File: config.mk
export PLATFORM = sky130hd
export DESIGN_NAME = seq_stage_ctrl
export DESIGN_NICKNAME = d
export VERILOG_FILES = /design/src/rtl/seq_stage_ctrl_pkg.sv /design/src/rtl/seq_wait_timer.sv /design/src/rtl/seq_stage_ctrl.sv
export SDC_FILE = /design/constraint.sdc
export NUM_CORES = 1
export LEC_CHECK = 0
export CORE_ASPECT_RATIO = 1.25
export CORE_MARGIN = 2
export CORE_UTILIZATION = 30
export DETAILED_ROUTE_END_ITERATION = 8
export GPL_ROUTABILITY_DRIVEN = 0
export SYNTH_ARGS = -nofsm -noshare
export SYNTH_HDL_FRONTEND = slang
export SYNTH_SLANG_ARGS = --single-unit
File: constraint.sdc
create_clock -name clk_i -period 2.7 [get_ports clk_i]
set_clock_uncertainty 0.2 [all_clocks]
set_input_delay 0.27 -clock clk_i [delete_from_list [all_inputs] [get_ports clk_i]]
set_output_delay 0.27 -clock clk_i [all_outputs]
set_load 0.005 [all_outputs]
File: src/rtl/seq_stage_ctrl_pkg.sv
// Shared encodings for the Y86-64 SEQ stage sequencer: icodes, status codes,
// sequencer states and the icode classification helpers.
package seq_stage_ctrl_pkg;

    localparam logic [3:0] ICODE_HALT   = 4'h0;
    localparam logic [3:0] ICODE_RRMOVQ = 4'h2;
    localparam logic [3:0] ICODE_IRMOVQ = 4'h3;
    localparam logic [3:0] ICODE_RMMOVQ = 4'h4;
    localparam logic [3:0] ICODE_MRMOVQ = 4'h5;
    localparam logic [3:0] ICODE_OPQ    = 4'h6;
    localparam logic [3:0] ICODE_CALL   = 4'h8;
    localparam logic [3:0] ICODE_RET    = 4'h9;
    localparam logic [3:0] ICODE_PUSHQ  = 4'hA;
    localparam logic [3:0] ICODE_POPQ   = 4'hB;

    localparam int WAIT_W = 8;

    typedef enum logic [3:0] {
        STAT_AOK = 4'd1,
        STAT_HLT = 4'd2,
        STAT_ADR = 4'd3,
        STAT_INS = 4'd4
    } stat_e;

    typedef enum logic [2:0] {
        SEQ_ST_IDLE,
        SEQ_ST_FETCH,
        SEQ_ST_EXEC,
        SEQ_ST_MEM,
        SEQ_ST_WB,
        SEQ_ST_HALT,
        SEQ_ST_FAULT
    } seq_state_e;

    function automatic logic needs_mem(input logic [3:0] icode);
        logic r;
        r = 1'b0;
        case (icode)
            ICODE_RMMOVQ, ICODE_MRMOVQ, ICODE_CALL,
            ICODE_RET, ICODE_PUSHQ, ICODE_POPQ: r = 1'b1;
            default: r = 1'b0;
        endcase
        return r;
    endfunction

    function automatic logic writes_rf(input logic [3:0] icode);
        logic r;
        r = 1'b0;
        case (icode)
            ICODE_RRMOVQ, ICODE_IRMOVQ, ICODE_MRMOVQ, ICODE_OPQ,
            ICODE_CALL, ICODE_RET, ICODE_PUSHQ, ICODE_POPQ: r = 1'b1;
            default: r = 1'b0;
        endcase
        return r;
    endfunction

endpackage

File: src/rtl/seq_wait_timer.sv
// Memory-acknowledge wait counter shared by FETCH and MEM; flags the cycle
// whose increment would reach MEM_TIMEOUT.
module seq_wait_timer
    import seq_stage_ctrl_pkg::*;
#(
    parameter int MEM_TIMEOUT = 15
) (
    input  logic clk,
    input  logic rst,
    input  logic clr,
    input  logic inc,
    output logic expire
);

    localparam logic [WAIT_W-1:0] LAST = WAIT_W'(MEM_TIMEOUT - 1);

    logic [WAIT_W-1:0] count_reg;

    always_ff @(posedge clk or posedge rst) begin
        if (rst) begin
            count_reg <= '0;
        end else if (clr) begin
            count_reg <= '0;
        end else if (inc) begin
            count_reg <= count_reg + 1'b1;
        end
    end

    // Expiring on the edge that would make the count equal MEM_TIMEOUT keeps
    // the request high for exactly MEM_TIMEOUT cycles.
    assign expire = inc && (count_reg == LAST);

endmodule

File: src/rtl/seq_stage_ctrl.sv
// Multi-cycle stage sequencer for the Y86-64 SEQ core.
// Optional performance counters are built when SEQ_CTRL_PERF_EN is defined.
module seq_stage_ctrl
    import seq_stage_ctrl_pkg::*;
#(
    parameter int MEM_TIMEOUT = 15,
    parameter int CNT_W       = 32
) (
    input  logic             clk_i,
    input  logic             rst_i,
    input  logic             run_i,
    input  logic [3:0]       icode_i,
    input  logic             instr_valid_i,
    input  logic             imem_error_i,
    input  logic             dmem_error_i,
    output logic             imem_req_o,
    input  logic             imem_ack_i,
    output logic             dmem_req_o,
    input  logic             dmem_ack_i,
    output logic             ir_we_o,
    output logic             cc_we_o,
    output logic             rf_we_o,
    output logic             pc_we_o,
    output logic [3:0]       stat_o,
    output logic             busy_o,
    output logic             retire_o
`ifdef SEQ_CTRL_PERF_EN
    ,
    output logic [CNT_W-1:0] instr_cnt_o,
    output logic [CNT_W-1:0] cycle_cnt_o
`endif
);

    seq_state_e state_reg;
    stat_e      stat_reg;
    logic [3:0] icode_reg;
    logic       wait_clr;
    logic       wait_inc;
    logic       wait_expire;

    // The counter idles at zero outside FETCH/MEM, so it is clear on entry.
    assign wait_clr = (state_reg != SEQ_ST_FETCH) && (state_reg != SEQ_ST_MEM);
    assign wait_inc = ((state_reg == SEQ_ST_FETCH) && !imem_ack_i) ||
                      ((state_reg == SEQ_ST_MEM)   && !dmem_ack_i);

    seq_wait_timer #(
        .MEM_TIMEOUT (MEM_TIMEOUT)
    ) u_wait_timer (
        .clk    (clk_i),
        .rst    (rst_i),
        .clr    (wait_clr),
        .inc    (wait_inc),
        .expire (wait_expire)
    );

    always_ff @(posedge clk_i or posedge rst_i) begin
        if (rst_i) begin
            state_reg <= SEQ_ST_IDLE;
            stat_reg  <= STAT_AOK;
            icode_reg <= 4'h0;
        end else begin
            case (state_reg)
                SEQ_ST_IDLE: begin
                    if (run_i) state_reg <= SEQ_ST_FETCH;
                end
                SEQ_ST_FETCH: begin
                    if (imem_ack_i) begin
                        if (imem_error_i) begin
                            state_reg <= SEQ_ST_FAULT;
                            stat_reg  <= STAT_ADR;
                        end else if (!instr_valid_i) begin
                            state_reg <= SEQ_ST_FAULT;
                            stat_reg  <= STAT_INS;
                        end else if (icode_i == ICODE_HALT) begin
                            state_reg <= SEQ_ST_HALT;
                            stat_reg  <= STAT_HLT;
                        end else begin
                            state_reg <= SEQ_ST_EXEC;
                            icode_reg <= icode_i;
                        end
                    end else if (wait_expire) begin
                        state_reg <= SEQ_ST_FAULT;
                        stat_reg  <= STAT_ADR;
                    end
                end
                SEQ_ST_EXEC: begin
                    state_reg <= needs_mem(icode_reg) ? SEQ_ST_MEM : SEQ_ST_WB;
                end
                SEQ_ST_MEM: begin
                    if (dmem_ack_i) begin
                        if (dmem_error_i) begin
                            state_reg <= SEQ_ST_FAULT;
                            stat_reg  <= STAT_ADR;
                        end else begin
                            state_reg <= SEQ_ST_WB;
                        end
                    end else if (wait_expire) begin
                        state_reg <= SEQ_ST_FAULT;
                        stat_reg  <= STAT_ADR;
                    end
                end
                SEQ_ST_WB: begin
                    state_reg <= run_i ? SEQ_ST_FETCH : SEQ_ST_IDLE;
                end
                SEQ_ST_HALT, SEQ_ST_FAULT: begin
                    state_reg <= state_reg;
                end
                default: begin
                    state_reg <= SEQ_ST_IDLE;
                end
            endcase
        end
    end

    // Moore decode: an async reset drops every enable in the same cycle.
    assign imem_req_o = (state_reg == SEQ_ST_FETCH);
    assign dmem_req_o = (state_reg == SEQ_ST_MEM);
    assign cc_we_o    = (state_reg == SEQ_ST_EXEC) && (icode_reg == ICODE_OPQ);
    assign rf_we_o    = (state_reg == SEQ_ST_WB) && writes_rf(icode_reg);
    assign pc_we_o    = (state_reg == SEQ_ST_WB);
    assign retire_o   = (state_reg == SEQ_ST_WB);
    assign busy_o     = (state_reg != SEQ_ST_IDLE) && (state_reg != SEQ_ST_HALT) &&
                        (state_reg != SEQ_ST_FAULT);
    assign stat_o     = stat_reg;
    assign ir_we_o    = (state_reg == SEQ_ST_FETCH) && imem_ack_i && !imem_error_i &&
                        instr_valid_i && (icode_i != ICODE_HALT);

`ifdef SEQ_CTRL_PERF_EN
    logic [CNT_W-1:0] instr_cnt_reg;
    logic [CNT_W-1:0] cycle_cnt_reg;

    always_ff @(posedge clk_i or posedge rst_i) begin
        if (rst_i) begin
            instr_cnt_reg <= '0;
            cycle_cnt_reg <= '0;
        end else begin
            if (busy_o)   cycle_cnt_reg <= cycle_cnt_reg + 1'b1;
            if (retire_o) instr_cnt_reg <= instr_cnt_reg + 1'b1;
        end
    end

    assign instr_cnt_o = instr_cnt_reg;
    assign cycle_cnt_o = cycle_cnt_reg;
`else
    // Counter width only matters when the counters are built.
    if (CNT_W < 1) begin : g_no_counters
    end
`endif

endmodule

==> results of run 1 <==
==> through the flow <==
step                hold WS, ps  total power [mW]
floorplan                  20.4             0.890
global placement            255              1.09
detailed placement          262              1.10
CTS                         263              1.30
global route                305              1.39
finish                      228              1.28
==> routing by layer <==
layer,up-vias,wire length [um],GRT usage
met5,-,0,0
met4,0,14,0.0290
met3,2,78,0.0189
met2,19,1420,0.232
met1,459,1090,0.150
li1,481,-,-
==> kinds of logic after synthesis <==
| family | count (synthesis) | synth area share |
|---|---|---|
| muxes | 9 | 0.0785 |
| and+or+nand+nor | 51 | 0.261 |
| AOI/OAI and AO/OA | 21 | 0.124 |
| buffers and inverters | 14 | 0.0589 |
| xor gates and xnor gates | 3 | 0.0217 |
| adders and majority gates | 6 | 0.0620 |
| DFF | 19 | 0.394 |
==> layout make-up <==
class / instances / area share
Multi-Input combinational cell: 90 / 0.440
Sequential cell: 19 / 0.311
Timing Repair Buffer: 24 / 0.155
Tap cell: 54 / 0.0441
Clock buffer: 3 / 0.0269
Inverter: 8 / 0.0196
Clock inverter: 1 / 0.00327
==> final timing paths <==
check                                       endpoint  slack, ps  cells after the start                 startpoint
setup / recovery                             ir_we_o        260                      5                 imem_ack_i
hold / removal             u_wait_timer.count_reg[6]        230                      2                      rst_i
setup reg to reg                           stat_o[2]        630                      6  u_wait_timer.count_reg[0]
hold reg to reg                            stat_o[0]        270                      2                  stat_o[0]
max in group asynchronous  u_wait_timer.count_reg[2]       1630                      2                      rst_i
min in group clk_i                         stat_o[0]        270                      2                  stat_o[0]
==> placed cells by master (no fill, tap or decap), types with 4 or more instances in the layout <==
master,n
nand3_1,5
mux2_2,4
dfrtp_1,18
clkdlybuf4s50_1,23
a21oi_1,4
nand2_1,9
ha_1,6
mux2i_1,5
nor2_1,9
inv_1,8
==> power by group through the flow <==
stage	Sequential (mW)	Combinational, mW	Clock, mW
floorplan	0.431	0.459	0
global placement	0.498	0.588	0
detailed placement	0.504	0.601	0
CTS	0.497	0.605	0.200
global route	0.517	0.663	0.213
finish	0.495	0.594	0.193
==> worst max-delay path, stage by stage <==
cell and delay [ps]:
clkdlybuf4s50_1 560, nor2b_1 290, nand3_1 250, inv_1 100, clkdlybuf4s50_1 500
==> timing repair <==
action | CTS | global route
setup buffers | 0 | 0
hold buffers | 0 | 0
setup endpoints to repair | 0 | 1
resized for setup | 0 | 2
==> impl_metrics.tcl, run 1 <==
set metrics [dict create \
    finalCritPeriodShare 0.903 \
    syn_area_sq_um 1210 \
    routed_wl_um 2600 \
    seq_area_sq_um 477 \
    place_area_sq_um 1480 \
    ys_warn_count 0 \
    wl_per_cell_um 13.1 \
    final.setup.worst_slack_ps 261 \
    largest_register_ffs 8 \
    root_buffer "clkbuf_8" \
    synthTopCellsByCount "dfrtp_1 (18), nand2_1 (9), nor2_1 (9), inv_1 (8), ha_1 (6)" \
    dp_hpwl_um 2100 \
    fin_util 0.402 \
    max_freq_mhz 410 \
    ir_worst_vdd_v 0.000359 \
    grt_overflow 0 \
    syn-num-nets 141 \
    status "completed" \
    clockPowerShare 0.150 \
    yosysTopAreaCell "dfrtp_1" \
    multi_input_area_sq_um 674 \
    rsz0062_at_grt "false" \
    die_width_um 60.8 \
    crit_fanout 5 \
    setup_tns_ps 0 \
    synth.most_common_cell "dfrtp_1" \
    port_buffers 23 \
    clkLatencyLatePin_ps 250 \
    grt_pass1_vias 982 \
    initial_core_util 0.317 \
    track_usage 0.125 \
    coreArea_sq_um 3820 \
    clkTransAtPathRegs_ps 70 \
    vias 961 \
    postSynthCellCount 123 \
    vias_per_cell 4.83 \
    fp-row-count 25 \
    synth-seq-cells 19 \
    die_h_um 75.0 \
    place_inst 195 \
    grt_max_degree 20 \
    async_flop_share 1.00 \
    synth_cell_type_count 42 \
    n_antenna_cell 0 \
    seq_power_share 0.386 \
    timing.final.crit_period_ps 2440 \
    max_slew.worst_pin.slew_ps 710 \
    cp-start-kind "input pin" \
    dieArea_sq_um 4560 \
    synthFlopType "dfrtp_1" \
    route.detailed.drc 0 \
    p_per_area_nw_per_um2 836 \
    leakagePower_nw 0.680 \
    syn2layout_area_growth_pct 26.5 \
    ant_nets 0 \
    critPathCaptureType "output port" \
    htreeDepth 1 \
    hold_viol_final 0 \
    instances_no_fill 199 \
    syn_area_per_cell_sq_um 9.85 \
    clockBufferDepth 2 \
    switchingPower_uw 484 \
    antenna_found_initial 0 \
    synth_top_area_share 0.372 \
    finalMaxSlewViolations 0 \
    hp-class "in -> async" \
    dp_slack_ps 182 \
    crit_required_ps 2230 \
    cts_tree "done" \
    synth.area.top_cells "dfrtp_1 (37%), ha_1 (6.2%), mux2i_1 (4.1%)" \
    drv_cap 0 \
    relSlewSlack 0.526 \
    arrival_ps 1970 \
    internal-power_uw 798 \
    clock_sinks 19 \
    synth_edf_count 0 \
    crit_type "in -> out" \
    drtIter0Drc 25 \
    finalSetupViolations 0 \
    ioPinCount 24 \
    drive_gt1_frac 0.138 \
    p_comb_frac 0.463 \
    final_nets 164 \
    seq_area_frac_synth 0.394 \
    dr.pass1.iters 4 \
    grt_pass1_wl_um 4340 \
    filler_cell_count 404 \
    numCtsBuffers 3 \
    netSwitchingFraction 0.377 \
    final_cell_area_sq_um 1530 \
]
No activity file was read; power rests on OpenSTA's default activity.
==> inputs of run 2 (changes only) <==
- TNS_END_PERCENT: unset -> 10
==> results of run 2 <==
Same layout as run 1: the final DEF is identical, and so are final timing and power.
==> inputs of run 3 (changes only) <==
- HOLD_SLACK_MARGIN: unset -> 0.12
==> results of run 3 <==
Same layout as run 1: the final DEF is identical, and so are final timing and power.
